## src/rtl/instr_encoder_loader_if.sv

```systemverilog
// Request/memory-write bundle for instr_encoder_loader: master = loader driver, slave = encoder.
// Handshakes: in_valid/in_ready for requests, mem_wr_en/mem_ready for memory writes.
interface instr_encoder_loader_if #(parameter int ADDR_W = 10);
    logic              in_valid;
    logic              in_ready;
    logic [4:0]        op_sel;
    logic [4:0]        rs;
    logic [4:0]        rt;
    logic [4:0]        rd;
    logic [4:0]        shamt;
    logic [15:0]       imm;
    logic [25:0]       target;
    logic              mem_wr_en;
    logic [ADDR_W-1:0] mem_wr_addr;
    logic [31:0]       mem_wr_data;
    logic              mem_ready;

    modport master (
        output in_valid, op_sel, rs, rt, rd, shamt, imm, target, mem_ready,
        input  in_ready, mem_wr_en, mem_wr_addr, mem_wr_data
    );

    modport slave (
        input  in_valid, op_sel, rs, rt, rd, shamt, imm, target, mem_ready,
        output in_ready, mem_wr_en, mem_wr_addr, mem_wr_data
    );
endinterface

```

## src/rtl/instr_encoder_loader.sv

```systemverilog
// Encodes mnemonic+operand requests into 32-bit instruction words and streams them to program memory.
// Latency 1 (single output register); in_ready drops while full, clearing, or the held write is stalled.
// Optional ENC_CHECKSUM_EN adds a running XOR checksum of completed writes.
module instr_encoder_loader #(
    parameter int ADDR_W    = 10,
    parameter int BASE_ADDR = 0,
    parameter int DEPTH     = 256
) (
    input  logic                   clk,
    input  logic                   rst_n,
    input  logic                   clear,
    instr_encoder_loader_if.slave  bus,
    output logic [ADDR_W:0]        word_count,
    output logic                   full,
    output logic                   err_illegal,
    output logic                   err_range
`ifdef ENC_CHECKSUM_EN
    ,
    output logic [31:0]            checksum
`endif
);
    localparam logic [ADDR_W-1:0] BASE = BASE_ADDR[ADDR_W-1:0];
    localparam logic [ADDR_W:0]   CAP  = DEPTH[ADDR_W:0];

    logic              wr_en_q, wr_en_d;
    logic [31:0]       data_q, data_d;
    logic [ADDR_W-1:0] addr_q, addr_d;
    logic [ADDR_W:0]   count_q, count_d;
    logic              ill_q, ill_d;
    logic              rng_q, rng_d;

    logic [31:0] enc_word;
    logic [5:0]  funct;
    logic [5:0]  opcode;
    logic        is_shift, is_jr, is_branch, is_illegal, imm_oor;
    logic        accept, wr_done;

    assign is_shift   = (bus.op_sel >= 5'd7) && (bus.op_sel <= 5'd9);
    assign is_jr      = (bus.op_sel == 5'd11);
    assign is_branch  = (bus.op_sel >= 5'd24) && (bus.op_sel <= 5'd29);
    assign is_illegal = (bus.op_sel == 5'd31);
    // The 10-bit branch field fits only when imm[15:9] is a pure sign extension.
    assign imm_oor    = !((&bus.imm[15:9]) || !(|bus.imm[15:9]));

    always_comb begin
        funct    = 6'd0;
        opcode   = 6'd0;
        enc_word = 32'd0;
        if (bus.op_sel <= 5'd11) begin
            case (bus.op_sel)
                5'd0:    funct = 6'b100000;
                5'd1:    funct = 6'b100010;
                5'd2:    funct = 6'b100001;
                5'd3:    funct = 6'b100011;
                5'd4:    funct = 6'b100100;
                5'd5:    funct = 6'b100101;
                5'd6:    funct = 6'b100110;
                5'd7:    funct = 6'b000000;
                5'd8:    funct = 6'b000010;
                5'd9:    funct = 6'b000011;
                5'd10:   funct = 6'b101010;
                default: funct = 6'b001000;
            endcase
            enc_word = {6'b000000,
                        is_shift ? 5'd0 : bus.rs,
                        is_jr    ? 5'd0 : bus.rt,
                        is_jr    ? 5'd0 : bus.rd,
                        is_shift ? bus.shamt : 5'd0,
                        funct};
        end else if (bus.op_sel <= 5'd21) begin
            case (bus.op_sel)
                5'd12:   opcode = 6'b001000;
                5'd13:   opcode = 6'b001001;
                5'd14:   opcode = 6'b001100;
                5'd15:   opcode = 6'b001101;
                5'd16:   opcode = 6'b001110;
                5'd17:   opcode = 6'b001111;
                5'd18:   opcode = 6'b100011;
                5'd19:   opcode = 6'b101011;
                5'd20:   opcode = 6'b000100;
                default: opcode = 6'b000101;
            endcase
            enc_word = {opcode, (bus.op_sel == 5'd17) ? 5'd0 : bus.rs, bus.rt, bus.imm};
        end else if (bus.op_sel <= 5'd23) begin
            enc_word = {(bus.op_sel == 5'd22) ? 6'b000010 : 6'b000011, bus.target};
        end else begin
            case (bus.op_sel)
                5'd24:   funct = 6'b010001;
                5'd25:   funct = 6'b010010;
                5'd26:   funct = 6'b010011;
                5'd27:   funct = 6'b010100;
                5'd28:   funct = 6'b010101;
                5'd29:   funct = 6'b010110;
                default: funct = 6'b011000;
            endcase
            enc_word = {6'b011111, bus.rs, bus.rt,
                        (bus.op_sel == 5'd30) ? {bus.rd, 5'd0} : bus.imm[9:0],
                        funct};
        end
    end

    assign full         = (count_q == CAP);
    assign bus.in_ready = !clear && !full && (!wr_en_q || bus.mem_ready);
    assign accept       = bus.in_valid && bus.in_ready;
    assign wr_done      = wr_en_q && bus.mem_ready;

`ifdef ENC_CHECKSUM_EN
    logic [31:0] csum_q, csum_d;
`endif

    always_comb begin
        wr_en_d = wr_en_q;
        data_d  = data_q;
        addr_d  = addr_q;
        count_d = count_q;
        ill_d   = ill_q;
        rng_d   = rng_q;
`ifdef ENC_CHECKSUM_EN
        csum_d  = csum_q;
`endif
        if (clear) begin
            wr_en_d = 1'b0;
            data_d  = 32'd0;
            addr_d  = BASE;
            count_d = '0;
            ill_d   = 1'b0;
            rng_d   = 1'b0;
`ifdef ENC_CHECKSUM_EN
            csum_d  = 32'd0;
`endif
        end else begin
            if (wr_done) begin
                addr_d  = addr_q + ADDR_W'(4);
                count_d = count_q + 1'b1;
                wr_en_d = 1'b0;
`ifdef ENC_CHECKSUM_EN
                csum_d  = csum_q ^ data_q;
`endif
            end
            // An accept implies the output register is free this cycle.
            if (accept) begin
                if (is_illegal) begin
                    ill_d = 1'b1;
                end else begin
                    wr_en_d = 1'b1;
                    data_d  = enc_word;
                    if (is_branch && imm_oor) rng_d = 1'b1;
                end
            end
        end
    end

    always_ff @(posedge clk or negedge rst_n) begin
        if (!rst_n) begin
            wr_en_q <= 1'b0;
            data_q  <= 32'd0;
            addr_q  <= BASE;
            count_q <= '0;
            ill_q   <= 1'b0;
            rng_q   <= 1'b0;
`ifdef ENC_CHECKSUM_EN
            csum_q  <= 32'd0;
`endif
        end else begin
            wr_en_q <= wr_en_d;
            data_q  <= data_d;
            addr_q  <= addr_d;
            count_q <= count_d;
            ill_q   <= ill_d;
            rng_q   <= rng_d;
`ifdef ENC_CHECKSUM_EN
            csum_q  <= csum_d;
`endif
        end
    end

    assign bus.mem_wr_en   = wr_en_q;
    assign bus.mem_wr_data = data_q;
    assign bus.mem_wr_addr = addr_q;
    assign word_count      = count_q;
    assign err_illegal     = ill_q;
    assign err_range       = rng_q;
`ifdef ENC_CHECKSUM_EN
    assign checksum        = csum_q;
`endif
endmodule

```

## src/flat_wrapper.sv

```systemverilog
// flat-port wrapper written by rule: the top's interface ports become plain ports
module instr_encoder_loader_flat 
#(
    parameter int ADDR_W    = 10,
    parameter int BASE_ADDR = 0,
    parameter int DEPTH     = 256
)
  (clk, rst_n, clear, word_count, full, err_illegal, err_range, bus_in_valid, bus_op_sel, bus_rs, bus_rt, bus_rd, bus_shamt, bus_imm, bus_target, bus_mem_ready, bus_in_ready, bus_mem_wr_en, bus_mem_wr_addr, bus_mem_wr_data);
  instr_encoder_loader_if #(.ADDR_W(ADDR_W)) bus_i ();
  input  logic clk;
  input  logic rst_n;
  input  logic clear;
  output logic [ADDR_W:0] word_count;
  output logic full;
  output logic err_illegal;
  output logic err_range;
  input wire logic [$bits(bus_i.in_valid)-1:0] bus_in_valid;
  input wire logic [$bits(bus_i.op_sel)-1:0] bus_op_sel;
  input wire logic [$bits(bus_i.rs)-1:0] bus_rs;
  input wire logic [$bits(bus_i.rt)-1:0] bus_rt;
  input wire logic [$bits(bus_i.rd)-1:0] bus_rd;
  input wire logic [$bits(bus_i.shamt)-1:0] bus_shamt;
  input wire logic [$bits(bus_i.imm)-1:0] bus_imm;
  input wire logic [$bits(bus_i.target)-1:0] bus_target;
  input wire logic [$bits(bus_i.mem_ready)-1:0] bus_mem_ready;
  output wire logic [$bits(bus_i.in_ready)-1:0] bus_in_ready;
  output wire logic [$bits(bus_i.mem_wr_en)-1:0] bus_mem_wr_en;
  output wire logic [$bits(bus_i.mem_wr_addr)-1:0] bus_mem_wr_addr;
  output wire logic [$bits(bus_i.mem_wr_data)-1:0] bus_mem_wr_data;
  assign bus_i.in_valid = bus_in_valid;
  assign bus_i.op_sel = bus_op_sel;
  assign bus_i.rs = bus_rs;
  assign bus_i.rt = bus_rt;
  assign bus_i.rd = bus_rd;
  assign bus_i.shamt = bus_shamt;
  assign bus_i.imm = bus_imm;
  assign bus_i.target = bus_target;
  assign bus_i.mem_ready = bus_mem_ready;
  assign bus_in_ready = bus_i.in_ready;
  assign bus_mem_wr_en = bus_i.mem_wr_en;
  assign bus_mem_wr_addr = bus_i.mem_wr_addr;
  assign bus_mem_wr_data = bus_i.mem_wr_data;
  instr_encoder_loader #(.ADDR_W(ADDR_W), .BASE_ADDR(BASE_ADDR), .DEPTH(DEPTH)) u_core (.clk(clk), .rst_n(rst_n), .clear(clear), .bus(bus_i), .word_count(word_count), .full(full), .err_illegal(err_illegal), .err_range(err_range));
endmodule
```

## config.mk

```make
export PLATFORM = sky130hd
export DESIGN_NAME = instr_encoder_loader_flat
export DESIGN_NICKNAME = d
export VERILOG_FILES = /design/src/rtl/instr_encoder_loader_if.sv /design/src/rtl/instr_encoder_loader.sv /design/src/flat_wrapper.sv
export SDC_FILE = /design/constraint.sdc
export NUM_CORES = 1
export LEC_CHECK = 0
export ABC_CLOCK_PERIOD_IN_PS = 3500
export CAP_MARGIN = 0
export CORE_MARGIN = 2
export CORE_UTILIZATION = 38
export CTS_CLUSTER_SIZE = 20
export DETAILED_ROUTE_END_ITERATION = 7
export GPL_TIMING_DRIVEN = 0
export PLACE_DENSITY_LB_ADDON = 0.1
export SLEW_MARGIN = 15
export SYNTH_ARGS = -nofsm -noshare
export SYNTH_HDL_FRONTEND = slang
export SYNTH_SLANG_ARGS = --single-unit
```

## constraint.sdc

```tcl
create_clock -name clk -period 3.5 [get_ports clk]
set_clock_uncertainty 0.15 [all_clocks]
set_input_delay 0.7 -clock clk [delete_from_list [all_inputs] [get_ports clk]]
set_output_delay 0.7 -clock clk [all_outputs]
set_load 0.02 [all_outputs]
```

# After elaboration in Yosys (flattened, before gate mapping)

Memory sizes are Yosys's and may differ from the RTL's.
Cells that the tools add are included.

Memories kept: 2
Input port bits: 72
Register bits: 56
Word-level logic and storage cells: 83
ROM bits: 240
Output and inout port bits: 58

Memories:

| memory          | depth | width | read ports | clocked after memory_dff | write ports | RTL line                   | RTL |
|---|---|---|---|---|---|---|---|
| (no name shown) | 32    | 5     | 1          | 0                        | 0           | instr_encoder_loader.sv:71 | `case (bus.op_sel)` |
| (no name shown) | 16    | 5     | 1          | 0                        | 0           | instr_encoder_loader.sv:50 | `case (bus.op_sel)` |

Multiplexer cells: 30
Equality and inequality tests: 13
Reduce and logical (&&, ||, !) cells: 23
Add/subtract/negate cells: 2
Magnitude comparators: 7

Operators by type and width:

| operator                                                       | number |
|---|---|
| two-way mux 32 bit                                             | 6 |
| equality test 5 bit, second input constant                     | 10 |
| two-way mux 10 bit                                             | 3 |
| two-way mux 5 bit                                              | 5 |
| one-hot mux 4 bit (6 select lines)                             | 1 |
| two-way mux 11 bit                                             | 2 |
| less-or-equal comparator 5 bit, second input constant          | 3 |
| two-way mux 1 bit                                              | 12 |
| adder 11 x 1 -> 11 bit, second input constant                  | 1 |
| equality test 11 x 9 -> 1 bit, second input constant           | 1 |
| adder 10 x 3 -> 10 bit, second input constant                  | 1 |
| less-or-equal comparator 5 x 4 -> 1 bit, second input constant | 2 |
| nonzero test 2 bit                                             | 4 |
| logical AND 1 bit                                              | 7 |
| AND reduction 7 bit                                            | 1 |
| OR reduction 7 bit                                             | 1 |
| two-way mux 6 bit                                              | 1 |
| equality test 5 x 4 -> 1 bit, second input constant            | 1 |
| >= comparator 5 x 3 -> 1 bit, second input constant            | 1 |
| >= comparator 5 bit, second input constant                     | 1 |
| logical NOT 1 bit                                              | 5 |
| AND reduction 2 bit                                            | 2 |
| AND reduction 3 bit                                            | 1 |
| logical OR 1 bit                                               | 2 |
| != test 2 bit, second input constant                           | 1 |

# Logic depth before layout (Yosys ltp)

Gate-level depths: netlist (run 1).

Depth in word-level cells: 9
Gate-level depth with buffers: 8
Gate-level depth less buffers: 7

# Least setup slack after synthesis (run 1)

OpenSTA, ideal clock, no wires.

Kind: reg-to-output
From: reg u_core.count_q[0], in the netlist u_core.word_count[0]
To: out bus_in_ready
Data arrival time: 1.817 ns
Stages on the path, launching flop included: 8
Setup slack: 0.833 ns
Buffers on the path: 1
Data required time: 2.650 ns
Cell sequence: dfrtp_1 inv_1 ha_1 and2_1 nand4_4 clkinv_2 buf_6 nor3_1

Cells in the longest elaborated chain, start to end: 4

Ends and longest elaborated chain:

| item                            | RTL line                    | RTL |
|---|---|---|
| start: declaration              | instr_encoder_loader.sv:28  | `logic [ADDR_W:0] count_q, count_d;` |
| start signal: assignment        | instr_encoder_loader.sv:168 | `count_q <= count_d;` |
| equality test 11 x 9 -> 1 bit   | instr_encoder_loader.sv:102 | `assign full = (count_q == CAP);` |
| net full                        | flat_wrapper.sv:14          | `output logic full;` |
| logical NOT 1 bit               | instr_encoder_loader.sv:103 | `assign bus.in_ready = !clear && !full && (!wr_en_q \|\| bus.mem_ready);` |
| logical AND 1 bit (2 in series) | instr_encoder_loader.sv:103 |  |
| end: declaration                | flat_wrapper.sv:26          | `output wire logic [$bits(bus_i.in_ready)-1:0] bus_in_ready;` |

The timed path passes the listed nets, and every way through them passes these cells.

# Final worst setup path (run 1)

From: in clear
To: out bus_in_ready

Cells in the longest elaborated chain, start to end: 3

Ends and longest elaborated chain:

| item                            | RTL line                    | RTL |
|---|---|---|
| start: declaration              | flat_wrapper.sv:12          | `input logic clear;` |
| logical NOT 1 bit               | instr_encoder_loader.sv:103 |  |
| logical AND 1 bit (2 in series) | instr_encoder_loader.sv:103 |  |

Every way passes these cells.

==> flow_metrics.py, run 1 <==
metrics = {
    "status": {
        "outcome": "finished clean",
    },
    "synth": {
        "syn_inst": 441,
        "synth-edff-count": 0,
        "synthTopCellsByArea": "dfrtp_1, a21oi_1, nand2_1, o21ai_0, xor2_1",
        "netlist_top_cells_count": "dfrtp_1, a21oi_1, nand2_1, nor2_1, o21ai_0",
        "ys_async_sr_fraction_pct": 100,
        "synth_seq_cells": 54,
        "seq_area_frac_synth_pct": 35.7,
        "synth_top_area_share_pct": 35.7,
        "synthFlopType": "dfrtp_1",
        "synth.largest_area_cell": "dfrtp_1",
        "synth_cell_types": 66,
        "synth_most_common_cell": "dfrtp_1",
        "yosysWarnings": 0,
        "synth_area_sq_um": 3780,
        "avgSynthCellArea_sq_um": 8.57,
    },
    "floorplanning": {
        "ioPinCount": 130,
        "start_util_pct": 38.9,
        "die_w_um": 104,
        "coreArea_sq_um": 9730,
        "placementRows": 36,
        "fp.dieArea_sq_um": 10800,
        "die_h_um": 104,
    },
    "finish": {
        "ff_latch_area_sq_um": 1350,
        "drive_above_1_share_pct": 8.51,
        "diodes": 0,
        "fin_util_pct": 54.8,
        "instances_no_fill": 709,
        "final_nets": 650,
        "postLayoutCellArea_sq_um": 5330,
        "nFillCells": 970,
        "area_growth_pct": 41.0,
        "multi_input_area_sq_um": 2150,
    },
    "timing": {
        "max_freq_mhz": 312,
        "final_hold_viol_count": 0,
        "setup_violations": 0,
        "slew_viol_final": 0,
        "rsz0062_at_grt": "no",
        "relSlewSlack_pct": 52.6,
        "setup_slack_ns": 0.300,
        "worst_pin_slew_ns": 0.710,
        "fin_crit_sh_pct": 91.4,
        "min_period_ns": 3.20,
    },
    "drt": {
        "wl_per_cell_um": 18.2,
        "post-route-drc-count": 0,
        "wl_um": 12900,
        "ant_nets": 0,
        "drt_iter0_drc": 227,
        "drt_first_pass_iters": 5,
        "vias": 4075,
        "viasPerCell": 5.75,
    },
    "clocking": {
        "post-cts-setup-buffers": 0,
        "cts_buffers": 5,
        "path_clk_slew_ns": 0.10,
        "worstSkewPairLatency_ns": 0.30,
        "clk_path_buf_depth": 2,
        "cts_hold_buf": 0,
        "clock_sinks": 54,
        "root_buffer": "clkbuf_8",
        "htree_levels": 2,
        "cts_tree": "yes",
    },
    "place": {
        "portBuffers": 126,
        "dpl-instance-area_sq_um": 5210,
        "dp.cells": 701,
        "gp_routability_congestion": 0.929,
        "hpwl_um": 9690,
        "preCtsSetupSlack_ns": -0.313,
    },
    "setup_path": {
        "endpoint_kind": "output port",
        "critPathKind": "in -> out",
        "r2r_start": "u_core.word_count[0]$_DFFE_PN0N_",
        "cp_max_fo": 10,
        "crit_start": "clear",
        "arrival_ns": 2.35,
        "crit_path_start_kind": "input pin",
        "worstPathRequired_ns": 2.65,
    },
    "global_routing": {
        "antenna_found_initial": 0,
        "grt_pass1_wl_um": 20700,
        "overflow": 0,
        "grtUsageTotal_pct": 23.6,
        "grt_max_degree": 55,
        "grt_pass1_vias": 3960,
    },
    "pwr": {
        "p_per_area_nw_per_um2": 301,
        "p_leak_nw": 2.18,
        "irDropWorstVdd_uv": 165,
    },
    "run": {
        "drv_cap": 0,
    },
    "worst_hold_path": {
        "hold_class": "in -> async",
    },
}
## repair_timing
action / CTS / global route
endpoints found under the hold margin: 0 / 0
endpoints found under the setup margin: 1 / 0
resized for setup: 3 / 0
## placed cells by master, fill, tap and decap left out, types with 6 or more instances in the layout
cell	n
buf_2	14
nor3_1	11
xor2_1	12
a31oi_1	11
nand3_1	14
nor2_1	25
mux2i_1	6
nand2_1	35
a22oi_1	7
o211ai_1	9
clkbuf_8	6
mux2_2	6
and3_1	9
buf_4	7
a211oi_1	10
a21oi_1	44
dfrtp_1	54
o21ai_0	21
clkbuf_1	15
a21o_1	10
clkdlybuf4s50_1	124
inv_1	20
nand4_1	8
## cells by family (layout without fill, tap and decap cells)
logic type	after synthesis	in the layout	share of synthesized area (%)
AO/OA/AOI/OAI	160	160	29.5
AND/OR/NAND/NOR	134	134	19.0
other	1	2	0.0992
flip-flops	54	54	35.7
buffers and inverters	61	195	7.51
adder cells (fa/ha/maj)	3	3	0.993
multiplexers	13	13	3.67
XOR/XNOR	15	15	3.48
## path summary, 6_finish.rpt
check / endpoint / slack (ns) / cells after the start
worst max-delay path: bus_in_ready / 0.30 / 5
max in group asynchronous: u_core.bus.mem_wr_data[21]$_DFFE_PN0P_ / 2.44 / 1
worst min register to register: u_core.err_range$_DFFE_PN0P_ / 0.36 / 1
worst min-delay path: u_core.bus.mem_wr_data[19]$_DFFE_PN0P_ / 0.27 / 1
min in group clk: u_core.err_range$_DFFE_PN0P_ / 0.36 / 1
worst max register to register: u_core.bus.mem_wr_data[27]$_DFFE_PN0P_ / 1.24 / 7
## worst max-delay path, cell delays in order
cell and delay (ns):
clkdlybuf4s50_1 0.51, clkbuf_2 0.26, buf_2 0.24, nor3_1 0.27
dlygate4sd2_1 0.37
## flip-flops by register name, indices dropped and copies added (netlist names)
signal                  cells
u_core.bus.mem_wr_addr      8
u_core.err_illegal          1
u_core.bus.mem_wr_en        1
u_core.err_range            1
u_core.bus.mem_wr_data     32
u_core.word_count          11
## final cells by class
type                    count  area share, %
clock inverters             2          0.728
well taps                 133           3.12
inverters                  21           1.50
multi-input cells         327           40.3
repair buffers            126           23.6
clock buffers               6           1.55
plain buffers              40           3.87
flip-flops and latches     54           25.3
## through the flow
step / hold WS (ns) / power [mW] / setup TNS [ns]
after global placement: 0.325 / 1.16 / -15.20
after floorplan: 0.254 / 0.922 / 0
after CTS: 0.313 / 1.62 / 0
final: 0.270 / 1.61 / 0
after detailed placement: 0.336 / 1.16 / -0.313
after global routing: 0.328 / 1.68 / 0
## per-layer routing
layer | up-vias | GRT usage [%] | part of all wire (%)
met5 | - | 0 | 0
met4 | 0 | 6.27 | 2.3
met3 | 25 | 3.15 | 7.1
met2 | 208 | 39.7 | 48
met1 | 1939 | 32.0 | 43
li1 | 1903 | - | -
## where the power goes
group	internal [mW]	total (mW)	switching, mW
clock	0.236	0.455	0.219
sequential	0.658	0.680	0.0221
combinational	0.224	0.471	0.247
total	1.12	1.61	0.488
(Power assumes the default switching activity.)
==> run 2: changes to the inputs <==
- HOLD_SLACK_MARGIN: not set -> 0.03
==> results of run 2 <==
The final DEF is identical to that of run 1; final timing and power are the same.
==> run 3: changes to the inputs <==
- SKIP_LAST_GASP: not set -> 1
==> results of run 3 <==
The final DEF is identical to that of run 1; final timing and power are the same.
